===== src/rtl/decoder_pkg.sv =====
// -----------------------------------------------------------------------------
// decoder_pkg
// Shared types and constants for the buffered 2-to-4 one-hot decoder.
//   state_e        : top-level FSM state (IDLE, DRIVE)
//   CODE_W         : width of an encoded index
//   ONEHOT_W       : width of the decoded one-hot word
//   decode_onehot  : maps code n to a word with only bit n set
// -----------------------------------------------------------------------------
package decoder_pkg;

  localparam int CODE_W   = 2;
  localparam int ONEHOT_W = 4;

  typedef enum logic [0:0] {
    IDLE  = 1'b0,
    DRIVE = 1'b1
  } state_e;

  function automatic logic [ONEHOT_W-1:0] decode_onehot(input logic [CODE_W-1:0] code);
    logic [ONEHOT_W-1:0] word;
    word = {{(ONEHOT_W-1){1'b0}}, 1'b1} << code;
    return word;
  endfunction

endpackage


===== src/rtl/code_fifo.sv =====
// -----------------------------------------------------------------------------
// code_fifo
// Circular-buffer FIFO holding encoded indices between the input handshake
// and the decoder FSM. Pointers are $clog2(DEPTH) bits and wrap naturally;
// the occupancy count is one bit wider so "full" is distinguishable.
// Ports:
//   clk, rst_n   : clock, asynchronous active-low reset
//   flush_i      : synchronous clear of pointers and count (wins over push/pop)
//   push_i       : write wdata_i (ignored when full)
//   wdata_i      : data to write
//   pop_i        : advance read pointer (ignored when empty)
//   rdata_o      : head entry, valid whenever empty_o is low
//   full_o       : count == DEPTH (registered-state decode)
//   empty_o      : count == 0     (registered-state decode)
// -----------------------------------------------------------------------------
module code_fifo #(
  parameter int WIDTH = 2,
  parameter int DEPTH = 4
) (
  input  logic             clk,
  input  logic             rst_n,
  input  logic             flush_i,
  input  logic             push_i,
  input  logic [WIDTH-1:0] wdata_i,
  input  logic             pop_i,
  output logic [WIDTH-1:0] rdata_o,
  output logic             full_o,
  output logic             empty_o
);

  localparam int PTR_W = $clog2(DEPTH);
  localparam int CNT_W = PTR_W + 1;

  logic [WIDTH-1:0] mem_q [DEPTH];
  logic [PTR_W-1:0] wr_ptr_q, wr_ptr_d;
  logic [PTR_W-1:0] rd_ptr_q, rd_ptr_d;
  logic [CNT_W-1:0] count_q, count_d;
  logic             push_en_s;
  logic             pop_en_s;

  assign full_o    = (count_q == CNT_W'(DEPTH));
  assign empty_o   = (count_q == {CNT_W{1'b0}});
  assign rdata_o   = mem_q[rd_ptr_q];
  assign push_en_s = push_i && !full_o;
  assign pop_en_s  = pop_i && !empty_o;

  // Next-state pointers and count; a simultaneous push and pop cancel in the count.
  always_comb begin
    wr_ptr_d = wr_ptr_q;
    rd_ptr_d = rd_ptr_q;
    count_d  = count_q;
    if (push_en_s) begin
      wr_ptr_d = wr_ptr_q + PTR_W'(1);
    end else begin
      wr_ptr_d = wr_ptr_q;
    end
    if (pop_en_s) begin
      rd_ptr_d = rd_ptr_q + PTR_W'(1);
    end else begin
      rd_ptr_d = rd_ptr_q;
    end
    case ({push_en_s, pop_en_s})
      2'b10:   count_d = count_q + CNT_W'(1);
      2'b01:   count_d = count_q - CNT_W'(1);
      default: count_d = count_q;
    endcase
  end

  // Pointer and count registers; flush has priority over push and pop.
  always_ff @(posedge clk or negedge rst_n) begin
    if (!rst_n) begin
      wr_ptr_q <= {PTR_W{1'b0}};
      rd_ptr_q <= {PTR_W{1'b0}};
      count_q  <= {CNT_W{1'b0}};
    end else if (flush_i) begin
      wr_ptr_q <= {PTR_W{1'b0}};
      rd_ptr_q <= {PTR_W{1'b0}};
      count_q  <= {CNT_W{1'b0}};
    end else begin
      wr_ptr_q <= wr_ptr_d;
      rd_ptr_q <= rd_ptr_d;
      count_q  <= count_d;
    end
  end

  // Storage array; a write presented during flush is dropped.
  always_ff @(posedge clk or negedge rst_n) begin
    if (!rst_n) begin
      for (int i = 0; i < DEPTH; i++) begin
        mem_q[i] <= {WIDTH{1'b0}};
      end
    end else if (push_en_s && !flush_i) begin
      mem_q[wr_ptr_q] <= wdata_i;
    end
  end

endmodule


===== src/rtl/onehot_decoder.sv =====
// -----------------------------------------------------------------------------
// onehot_decoder
// Buffered 2-to-4 one-hot decoder. Codes arrive over valid/ready, queue in a
// code_fifo, and each is driven on `out` as a one-hot word for HOLD cycles.
// Queued codes issue back-to-back with no zero cycle between words.
// Ports:
//   clk, rst_n : clock, asynchronous active-low reset
//   in_valid   : in_code is valid
//   in_ready   : FIFO can accept a code (from registered count only)
//   in_code    : encoded index 0..3
//   flush      : synchronous clear of FIFO, FSM and output
//   out        : registered one-hot word, 4'b0000 when idle
//   out_valid  : registered, high while out carries a word
//   busy       : FIFO non-empty or FSM in DRIVE
// -----------------------------------------------------------------------------
module onehot_decoder
  import decoder_pkg::*;
#(
  parameter int DEPTH = 4,
  parameter int HOLD  = 3
) (
  input  logic                clk,
  input  logic                rst_n,
  input  logic                in_valid,
  output logic                in_ready,
  input  logic [CODE_W-1:0]   in_code,
  input  logic                flush,
  output logic [ONEHOT_W-1:0] out,
  output logic                out_valid,
  output logic                busy
);

  localparam int HOLD_W = (HOLD > 1) ? $clog2(HOLD) : 1;
  localparam logic [HOLD_W-1:0] HOLD_LOAD = HOLD_W'(HOLD - 1);

  state_e              state_q, state_d;
  logic [ONEHOT_W-1:0] out_q, out_d;
  logic                out_valid_q, out_valid_d;
  logic [HOLD_W-1:0]   hold_q, hold_d;

  logic                fifo_full_s;
  logic                fifo_empty_s;
  logic [CODE_W-1:0]   fifo_rdata_s;
  logic                push_s;
  logic                pop_s;

  assign in_ready  = !fifo_full_s;
  assign push_s    = in_valid && in_ready;
  assign busy      = !fifo_empty_s || (state_q == DRIVE);
  assign out       = out_q;
  assign out_valid = out_valid_q;

  code_fifo #(
    .WIDTH (CODE_W),
    .DEPTH (DEPTH)
  ) u_fifo (
    .clk     (clk),
    .rst_n   (rst_n),
    .flush_i (flush),
    .push_i  (push_s),
    .wdata_i (in_code),
    .pop_i   (pop_s),
    .rdata_o (fifo_rdata_s),
    .full_o  (fifo_full_s),
    .empty_o (fifo_empty_s)
  );

  // FSM next state, hold counter, one-hot load and FIFO pop request.
  always_comb begin
    state_d     = state_q;
    out_d       = out_q;
    out_valid_d = out_valid_q;
    hold_d      = hold_q;
    pop_s       = 1'b0;
    case (state_q)
      IDLE: begin
        if (!fifo_empty_s && !flush) begin
          pop_s       = 1'b1;
          out_d       = decode_onehot(fifo_rdata_s);
          out_valid_d = 1'b1;
          hold_d      = HOLD_LOAD;
          state_d     = DRIVE;
        end else begin
          out_d       = {ONEHOT_W{1'b0}};
          out_valid_d = 1'b0;
          hold_d      = {HOLD_W{1'b0}};
          state_d     = IDLE;
        end
      end
      DRIVE: begin
        out_valid_d = 1'b1;
        if (hold_q != {HOLD_W{1'b0}}) begin
          hold_d = hold_q - HOLD_W'(1);
        end else if (!fifo_empty_s && !flush) begin
          // Last cycle of this word: reload straight from the queue so the
          // next word follows without a zero cycle.
          pop_s   = 1'b1;
          out_d   = decode_onehot(fifo_rdata_s);
          hold_d  = HOLD_LOAD;
          state_d = DRIVE;
        end else begin
          out_d       = {ONEHOT_W{1'b0}};
          out_valid_d = 1'b0;
          hold_d      = {HOLD_W{1'b0}};
          state_d     = IDLE;
        end
      end
      default: begin
        out_d       = {ONEHOT_W{1'b0}};
        out_valid_d = 1'b0;
        hold_d      = {HOLD_W{1'b0}};
        state_d     = IDLE;
      end
    endcase
  end

  // FSM and output registers; flush returns everything to idle.
  always_ff @(posedge clk or negedge rst_n) begin
    if (!rst_n) begin
      state_q     <= IDLE;
      out_q       <= {ONEHOT_W{1'b0}};
      out_valid_q <= 1'b0;
      hold_q      <= {HOLD_W{1'b0}};
    end else if (flush) begin
      state_q     <= IDLE;
      out_q       <= {ONEHOT_W{1'b0}};
      out_valid_q <= 1'b0;
      hold_q      <= {HOLD_W{1'b0}};
    end else begin
      state_q     <= state_d;
      out_q       <= out_d;
      out_valid_q <= out_valid_d;
      hold_q      <= hold_d;
    end
  end

endmodule


===== config.mk =====
export PLATFORM = sky130hd
export DESIGN_NAME = onehot_decoder
export DESIGN_NICKNAME = d
export VERILOG_FILES = /design/src/rtl/decoder_pkg.sv /design/src/rtl/code_fifo.sv /design/src/rtl/onehot_decoder.sv
export SDC_FILE = /design/constraint.sdc
export NUM_CORES = 1
export LEC_CHECK = 0
export ABC_AREA = 1
export CAP_MARGIN = 20
export CORE_UTILIZATION = 45
export DETAILED_ROUTE_END_ITERATION = 10
export PLACE_DENSITY = 0.66
export SYNTH_ARGS = -nofsm -noshare
export SYNTH_HDL_FRONTEND = slang
export SYNTH_SLANG_ARGS = --single-unit

===== constraint.sdc =====
create_clock -name clk -period 4.03 [get_ports clk]
set_input_delay 0.403 -clock clk [delete_from_list [all_inputs] [get_ports clk]]
set_output_delay 0.403 -clock clk [all_outputs]
set_load 0.05 [all_outputs]

==> impl_metrics.csv, run 1 <==
group,metric,value,unit
yosys,yosysWarningCount,0,
finish,nets,159,
detailed_routing,vias,857,
power_and_ir_drop,p_seq_share,38.4,%
sta,setup_ws,1.58,ns
sta,max_freq,408,MHz
power_and_ir_drop,power.internal,535,uW
clocking,cts_buffers,3,
setup_path,arrival,2.05,ns
yosys,synth_top_area_share,49.8,%
global_routing,antenna_found_initial,0,
detailed_routing,wl,1.98,mm
yosys,synthXorXnorAreaFrac,0.793,%
sta,fin_skew,0.00177,ns
yosys,syn_area,1100,sq um
sta,min_period,2.45,ns
sta,hold_violations,0,
global_routing,gr-total-overflow,0,
sta,tightest_slew,0.491,ns
clocking,clock_sinks,22,
clocking,cts-root-buf,"clkbuf_4",
setup_path,r2r-end,"u_fifo.count_q[2]",
power_and_ir_drop,swShare,41.4,%
clocking,cts_resized,0,
clocking,clkLatencyLatePin,0.30,ns
sta,max_slew_margin,67.1,%
floorplan,start_util,49.0,%
power_and_ir_drop,power_density,682,nW/um^2
run,drv_cap,0,
yosys,ys_top_cells_by_area,"dfrtp_1 50%, nand2_1 15%, o21ai_0 5.4%, inv_1 5.4%, nand3_1 5.0%",
global_routing,grt_pass1_wl,3.43,mm
clocking,clkTransAtPathRegs,0.12,ns
finish,drive_above_1_share,10.2,%
setup_path,end_kind,"output pin",
finish,fillers,220,
clocking,cts_htree_levels,1,
sta,fin_crit_sh,60.8,%
sta,finalSetupTns,0,ns
yosys,synthAdderAreaFrac,6.34,%
outcome,run_status,"finished, final reports clean",
yosys,synth_cells,130,
finish,multi_input_area,494,sq um
floorplan,chipHeight,51.6,um
global_routing,grtUsageTotal,17.8,%
yosys,syn_avg_cell_area,8.50,sq um
sta,finalSetupViolations,0,
clocking,ctsHoldBuffers,0,
setup_path,cp.required,3.63,ns
finish,final_cell_mix,"44 x nand2_1, 22 x dfrtp_1, 16 x inv_1",
yosys,yosys.area.top_type,"dfrtp_1",
global_routing,grt_pass1_vias,797,
yosys,ys_ff_latch,22,
power_and_ir_drop,p_switching,378,uW
detailed_routing,drc_errors,0,
yosys,ys_seq_area_share,49.8,%
power_and_ir_drop,p_comb_share,43.3,%
power_and_ir_drop,finalPower,913,uW
floorplan,boundaryPins,13,
finish,final_common_cell,"nand2_1",
yosys,synth_top_family_by_area,"simple AND/OR/NAND/NOR gates",
sta,slew_violations,0,
yosys,synth_compound_area_share,8.49,%
clocking,cts_tree,"done",
detailed_routing,initialDrtViolationCount,24,
setup_path,critPathMaxFanout,4,
setup_path,critical_path_class,"flip-flop to output pin",
placed_design,dpl.hpwl,1.54,mm
finish,area_growth,21.3,%
finish,diodes,0,
sta,hold_slack,0.288,ns
finish,seqCellArea,551,sq um
setup_path,r2r-start,"u_fifo.count_q[0]",
global_routing,grt_max_degree,23,
sta,rsz0062_at_grt,"no",
power_and_ir_drop,p_leak,0.000674,uW
yosys,synth_cell_types,20,
detailed_routing,vias_per_cell,4.90,
finish,final_util,59.4,%
yosys,synthSimpleGateAreaFrac,29.1,%
clocking,cts_buffer_depth,2,
setup_path,r2r_slack,2.13,ns
placed_design,gp_congestion,0.832,
yosys,syn-num-nets,141,
setup_path,rr_worst_depth,11,
yosys,synth.area.mux_share,0,%
detailed_routing,wl_per_cell,11.3,um
floorplan,num_rows,17,
setup_path,start_kind,"flip-flop",
power_and_ir_drop,ir_drop,0.327,mV
detailed_routing,first_pass_iters,4,
placed_design,dpl_worst_slack,1.75,ns
detailed_routing,final_antenna_net_count,0,
floorplan,core_area,2250,sq um
floorplan,die_x,51.6,um
clocking,post_cts.repair.setup_buffers,0,
placed_design,io_buffers,12,
hold_path,min_path_type,"input port to asynchronous set/reset pin",
power_and_ir_drop,clock_power_share,18.3,%
floorplan,dieArea,2660,sq um
## registers in the layout (all words and copies together) (netlist names)
name             cells
hold_q               2
u_fifo.rd_ptr_q      2
out_valid            1
u_fifo.mem_q         8
out                  4
u_fifo.count_q       3
u_fifo.wr_ptr_q      2
## per-layer routing
metal	vias up	wire (um)	GRT usage (%)
met2	14	958	29.2
met1	396	920	23.8
met3	2	89	3.51
met4	0	14	5.41
met5	-	0	0
li1	445	-	-
## critical path, cell delays in order (launching register included)
cell             delay [ns]
dfrtp_1                0.46
nor2_2                 0.19
nand2_1                0.12
or2_2                  0.28
clkdlybuf4s50_1        0.70
## cells in the mapped netlist
cell,number
nand2_1,44
dfrtp_1,22
inv_1,16
o21ai_0,12
nand3_1,11
ha_1,4
nor2_1,4
a21oi_1,2
nand2_2,2
o31ai_1,2
or2_2,2
a21oi_2,1
fa_1,1
nand2_4,1
nand3_2,1
nand3_4,1
nor2_2,1
nor2_4,1
nor3_1,1
xnor2_1,1
## per-stage QoR
| stage | instance area, sq um | std cells |
|---|---|---|
| final | 1340 | 175 |
| after global routing | 1340 | 175 |
| after CTS | 1310 | 174 |
| after detailed placement | 1260 | 170 |
| after global placement | 1260 | 170 |
| after floorplan | 1100 | 130 |
## worst max-delay path by stage
stage / from / end / cells after the start
3_5_place_dp: flush / u_fifo.count_q[2] / 11
6_report: u_fifo.count_q[0] / busy / 4
2_1_floorplan: out_valid / u_fifo.count_q[2] / 10
3_3_place_gp: flush / u_fifo.count_q[2] / 11
4_1_cts: u_fifo.count_q[0] / busy / 4
5_1_grt: u_fifo.count_q[0] / busy / 4
## power by group through the flow
| stage | sequential [uW] | clock (uW) | combinational (uW) |
|---|---|---|---|
| 4_1_cts | 352 | 174 | 398 |
| 6_report | 350 | 168 | 395 |
| 2_1_floorplan | 393 | 0 | 247 |
| 5_1_grt | 365 | 180 | 444 |
| 3_5_place_dp | 356 | 0 | 397 |
| 3_3_place_gp | 355 | 0 | 389 |
## cell families (layout without fill, tap and decap cells)
logic type               count (synthesis)  in the layout
AO/OA/AOI/OAI                           17             17
XOR/XNOR                                 1              1
adder cells (fa/ha/maj)                  5              5
buffers and inverters                   16             33
flip-flops                              22             22
AND/OR/NAND/NOR                         69             69
## area by class of cell
type,instances,share of cell area (%)
Sequential cell,22,41.1
Multi-Input combinational cell,92,36.9
Clock buffer,3,1.68
Timing Repair Buffer,13,11.0
Inverter,16,4.48
Clock inverter,1,2.24
Tap cell,28,2.61
No activity file was read; power rests on OpenSTA's default activity.
==> run 2, diff against run 1 <==
- clock period: 4.03 -> 2.4 ns (I/O delays scaled with it)
==> run 2 against run 1 <==
Clock power rose by 26%. Die area did not move. Critical path depth did not move. Critical path type unchanged. Largest power group unchanged. First-iteration DRC count fell by 38%. Flip-flop and latch count did not move. Design area fell by 2.7%. Sequential share of layout area rose by 1.1 points. Routed wire length rose by 1.2%. Register-to-register slack got worse by 1.6 ns. Hold slack got worse by 0.041 ns. Clock-buffer cell count rose by 1. Final cell count did not move.
==> impl_metrics.csv, run 2 (synthesis results as in run 1) <==
group,metric,value,unit
outcome,run_status,"finished, final reports clean",
global_routing,grt_pass1_vias,780,
finish,final_cell_mix,"44 x nand2_1, 22 x dfrtp_1, 16 x inv_1",
setup_path,critPathMaxFanout,4,
clocking,cts-root-buf,"clkbuf_4",
clocking,cts_buffer_depth,2,
clocking,clock_sinks,22,
global_routing,grt_pass1_wl,3.39,mm
clocking,cts_buffers,3,
placed_design,io_buffers,12,
detailed_routing,vias,850,
setup_path,arrival,2.05,ns
sta,fin_skew,0.00816,ns
floorplan,core_area,2250,sq um
power_and_ir_drop,power_density,1120,nW/um^2
finish,largest_register,"u_fifo.mem_q",
clocking,post_cts.repair.setup_buffers,0,
finish,seqCellArea,551,sq um
floorplan,start_util,49.0,%
sta,fin_crit_sh,95.5,%
sta,min_period,2.29,ns
placed_design,dpl.hpwl,1.51,mm
global_routing,gr-total-overflow,0,
detailed_routing,wl,2.01,mm
global_routing,grtUsageTotal,18.3,%
clocking,clkTransAtPathRegs,0.13,ns
hold_path,min_path_type,"input port to asynchronous set/reset pin",
floorplan,dieArea,2660,sq um
setup_path,start_kind,"flip-flop",
finish,fillers,212,
global_routing,antenna_found_initial,0,
sta,max_freq,436,MHz
detailed_routing,first_pass_iters,4,
finish,diodes,0,
clocking,ctsHoldBuffers,0,
power_and_ir_drop,ir_drop,0.553,mV
clocking,cts_htree_levels,1,
sta,slew_violations,0,
floorplan,die_x,51.6,um
floorplan,chipHeight,51.6,um
finish,final_common_cell,"nand2_1",
clocking,cts_tree,"done",
sta,rsz0062_at_grt,"no",
finish,nets,159,
sta,finalSetupViolations,0,
clocking,cts_resized,0,
sta,tightest_slew,0.496,ns
setup_path,critical_path_class,"flip-flop to output pin",
finish,design_area,1300,sq um
run,drv_cap,0,
clocking,clkLatencyLatePin,0.32,ns
detailed_routing,wl_per_cell,11.5,um
finish,multi_input_area,494,sq um
placed_design,dpl_cell_area,1270,sq um
setup_path,end_kind,"output pin",
placed_design,gp_congestion,0.833,
finish,largest_reg_flops,8,
detailed_routing,vias_per_cell,4.86,
detailed_routing,initialDrtViolationCount,15,
finish,area_growth,18.0,%
sta,finalSetupTns,0,ns
floorplan,boundaryPins,13,
sta,hold_violations,0,
power_and_ir_drop,p_leak,0.000659,uW
sta,max_slew_margin,66.9,%
finish,drive_above_1_share,10.2,%
floorplan,num_rows,17,
setup_path,cp.required,2.16,ns
detailed_routing,drc_errors,0,
global_routing,grt_max_degree,23,
detailed_routing,final_antenna_net_count,0,
==> run 2: cell types whose count changed in the layout (fill, tap and decap cells not counted) <==
cell	delta
buf_4	+1
clkbuf_8	+1
bufinv_16	-1
buf_16	-1
==> run 2: where the power goes <==
| part | internal, uW | switching, uW |
|---|---|---|
| logic | 232 | 428 |
| registers | 495 | 94.0 |
| clock network | 92.9 | 118 |
| total | 820 | 640 |
==> run 2: per-stage QoR <==
stage / power (uW) / setup WS (ns) / utilization [%] / hold slack [ns] / std cells
6_report: 1460 / 0.108 / 57.8 / 0.247 / 175
4_1_cts: 1480 / 0.0751 / 57.8 / 0.255 / 175
3_5_place_dp: 1270 / 0.265 / 56.2 / 0.423 / 171
3_3_place_gp: 1250 / 0.358 / 56.2 / 0.418 / 171
5_1_grt: 1580 / 0.00507 / 57.8 / 0.268 / 175
2_1_floorplan: 1070 / 0.417 / - / -0.0556 / 130
==> run 2: per-layer routing <==
metal	global-route usage, %	vias up	routed length (um)
met5	0	-	0
met4	6.76	0	30
met3	6.14	4	63
met2	29.9	13	944
met1	22.5	387	968
li1	-	446	-
==> run 2: area by class of cell <==
cell class	instances	area share, %
Sequential cell	22	42.2
Multi-Input combinational cell	92	37.9
Timing Repair Buffer	13	9.79
Inverter	16	4.61
Clock buffer	4	2.78
Tap cell	28	2.69
==> run 2: worst paths after layout <==
kind	cells past startpoint	slack, ns	start	endpoint
worst max-delay path	4	0.11	u_fifo.count_q[0]	busy
worst min-delay path	2	0.25	rst_n	u_fifo.mem_q[2]
worst max register to register	11	0.49	u_fifo.count_q[0]	u_fifo.count_q[2]
worst min register to register	1	0.44	hold_q[0]	hold_q[0]
max in group asynchronous	2	1.93	rst_n	u_fifo.count_q[2]
min in group clk	1	0.44	hold_q[0]	hold_q[0]
==> run 2: critical path, cell delays in order, from the launching register on <==
cell and delay (ns):
dfrtp_1 0.45, nor2_2 0.18, nand2_1 0.12, or2_2 0.29, clkdlybuf4s50_1 0.70
==> run 3, diff against run 2 <==
- CORE_UTILIZATION: 45 -> 40
- PLACE_DENSITY: 0.66 -> unset
==> run 3 against run 2 <==
Clock skew decreased by 0.0015 ns. Critical endpoint is now in_ready. Die area increased by 12%. Fmax increased by 15%. Worst setup slack improved by 0.30 ns. Highest routed layer unchanged. Critical path type unchanged. Via count increased by 2.1%. Sequential power increased by 0.8%.
==> impl_metrics.csv, run 3 (synthesis results as in run 1) <==
group,metric,value,unit
placed_design,io_buffers,12,
clocking,cts_tree,"done",
placed_design,gp_congestion,0.837,
finish,largest_register,"u_fifo.mem_q",
detailed_routing,wl_per_cell,11.7,um
finish,seqCellArea,551,sq um
setup_path,cp_cell_sequence,"nor2_2 > nand2_2 > clkdlybuf4s50_1",
sta,min_period,2.00,ns
run,drv_cap,0,
floorplan,dieArea,2980,sq um
setup_path,start_kind,"flip-flop",
finish,final_common_cell,"nand2_1",
setup_path,r2r_slack,0.48,ns
setup_path,cp.required,2.16,ns
sta,finalSetupViolations,0,
finish,largest_reg_flops,8,
finish,final_util,50.9,%
setup_path,critical_path_class,"flip-flop to output pin",
clocking,clkLatencyLatePin,0.31,ns
clocking,cts-root-buf,"clkbuf_4",
placed_design,dpl.hpwl,1.59,mm
power_and_ir_drop,ir_drop,0.772,mV
clocking,post_cts.repair.setup_buffers,0,
finish,drive_above_1_share,9.59,%
setup_path,r2r-end,"u_fifo.count_q[2]",
sta,finalSetupTns,0,ns
detailed_routing,initialDrtViolationCount,22,
sta,slew_violations,0,
power_and_ir_drop,p_leak,0.000661,uW
global_routing,grt_max_degree,23,
finish,nets,159,
detailed_routing,drc_errors,0,
detailed_routing,first_pass_iters,4,
detailed_routing,final_antenna_net_count,0,
global_routing,grt_pass1_vias,810,
sta,rsz0062_at_grt,"no",
clocking,clock_sinks,22,
finish,design_area,1290,sq um
finish,diodes,0,
outcome,run_status,"finished, final reports clean",
clocking,cts_buffers,3,
detailed_routing,wl,2.07,mm
floorplan,chipHeight,54.6,um
global_routing,grt_pass1_wl,3.49,mm
sta,fin_crit_sh,83.2,%
finish,multi_input_area,494,sq um
setup_path,end_kind,"output pin",
floorplan,boundaryPins,13,
clocking,cts_buffer_depth,2,
setup_path,rr_worst_depth,11,
setup_path,slowest_stage,"clkdlybuf4s50_1",
setup_path,r2r-start,"u_fifo.count_q[0]",
detailed_routing,vias_per_cell,4.93,
power_and_ir_drop,power_density,1100,nW/um^2
hold_path,min_path_type,"input port to asynchronous set/reset pin",
setup_path,arrival,1.76,ns
floorplan,start_util,43.4,%
setup_path,critPathMaxFanout,4,
clocking,cts_resized,0,
sta,fin_skew,0.00662,ns
sta,max_slew_margin,66.4,%
setup_path,max_stage_delay,0.71,ns
sta,hold_violations,0,
global_routing,antenna_found_initial,0,
finish,final_cell_mix,"44 x nand2_1, 22 x dfrtp_1, 16 x inv_1",
floorplan,die_x,54.6,um
clocking,cts_htree_levels,1,
sta,tightest_slew,0.503,ns
global_routing,gr-total-overflow,0,
power_and_ir_drop,finalPower,1420,uW
clocking,ctsHoldBuffers,0,
sta,max_freq,501,MHz
placed_design,dpl_cell_area,1270,sq um
floorplan,num_rows,18,
floorplan,core_area,2540,sq um
clocking,clkTransAtPathRegs,0.12,ns
detailed_routing,vias,868,
finish,fillers,249,
finish,area_growth,17.2,%
global_routing,grtUsageTotal,16.9,%
[run 3: cell count changes in the layout (fill, tap and decap cells not counted)]
cell	change
clkbuf_8	-1
dlymetal6s2s_1	+1
clkdlybuf4s50_1	-1
[run 3: layout make-up]
| cell class | count | share of cell area (%) |
|---|---|---|
| Tap cell | 30 | 2.90 |
| Multi-Input combinational cell | 92 | 38.2 |
| Sequential cell | 22 | 42.5 |
| Clock buffer | 3 | 1.74 |
| Timing Repair Buffer | 13 | 10.0 |
| Inverter | 16 | 4.64 |
[run 3: per-stage QoR]
| stage | instances | setup slack (ns) | hold WS [ns] |
|---|---|---|---|
| 2_1_floorplan | 130 | 0.417 | -0.0556 |
| 3_3_place_gp | 173 | 0.355 | 0.415 |
| 3_5_place_dp | 173 | 0.267 | 0.424 |
| 4_1_cts | 176 | 0.0839 | 0.263 |
| 5_1_grt | 176 | 0.259 | 0.316 |
| 6_report | 176 | 0.403 | 0.263 |
[run 3: worst max-delay path by stage]
stage / from / endpoint
2_1_floorplan: out_valid / u_fifo.count_q[2]
3_3_place_gp: flush / u_fifo.count_q[2]
3_5_place_dp: flush / u_fifo.count_q[2]
4_1_cts: u_fifo.count_q[0] / busy
5_1_grt: u_fifo.count_q[0] / u_fifo.count_q[2]
6_report: u_fifo.count_q[0] / in_ready
[run 3: critical path: cells and delay by family, from the launching register on]
| family | cells | cell delay (ns) |
|---|---|---|
| buffers and inverters | 1 | 0.71 |
| and+or+nand+nor | 2 | 0.29 |
| DFF | 1 | 0.45 |
[run 3: power breakdown]
group	switching, uW	internal (uW)	leakage [uW]
Combinational	428	230	0.000356
Sequential	98.6	496	0.000291
Clock	110	58.6	0.0000138
[run 3: metal layers]
| metal | global-route usage, % | vias up | share of wire (%) |
|---|---|---|---|
| met1 | 22.7 | 398 | 49 |
| met3 | 2.50 | 5 | 4.4 |
| met5 | 0 | - | 0 |
| met2 | 26.6 | 22 | 45 |
| met4 | 7.69 | 0 | 1.7 |
| li1 | - | 443 | - |
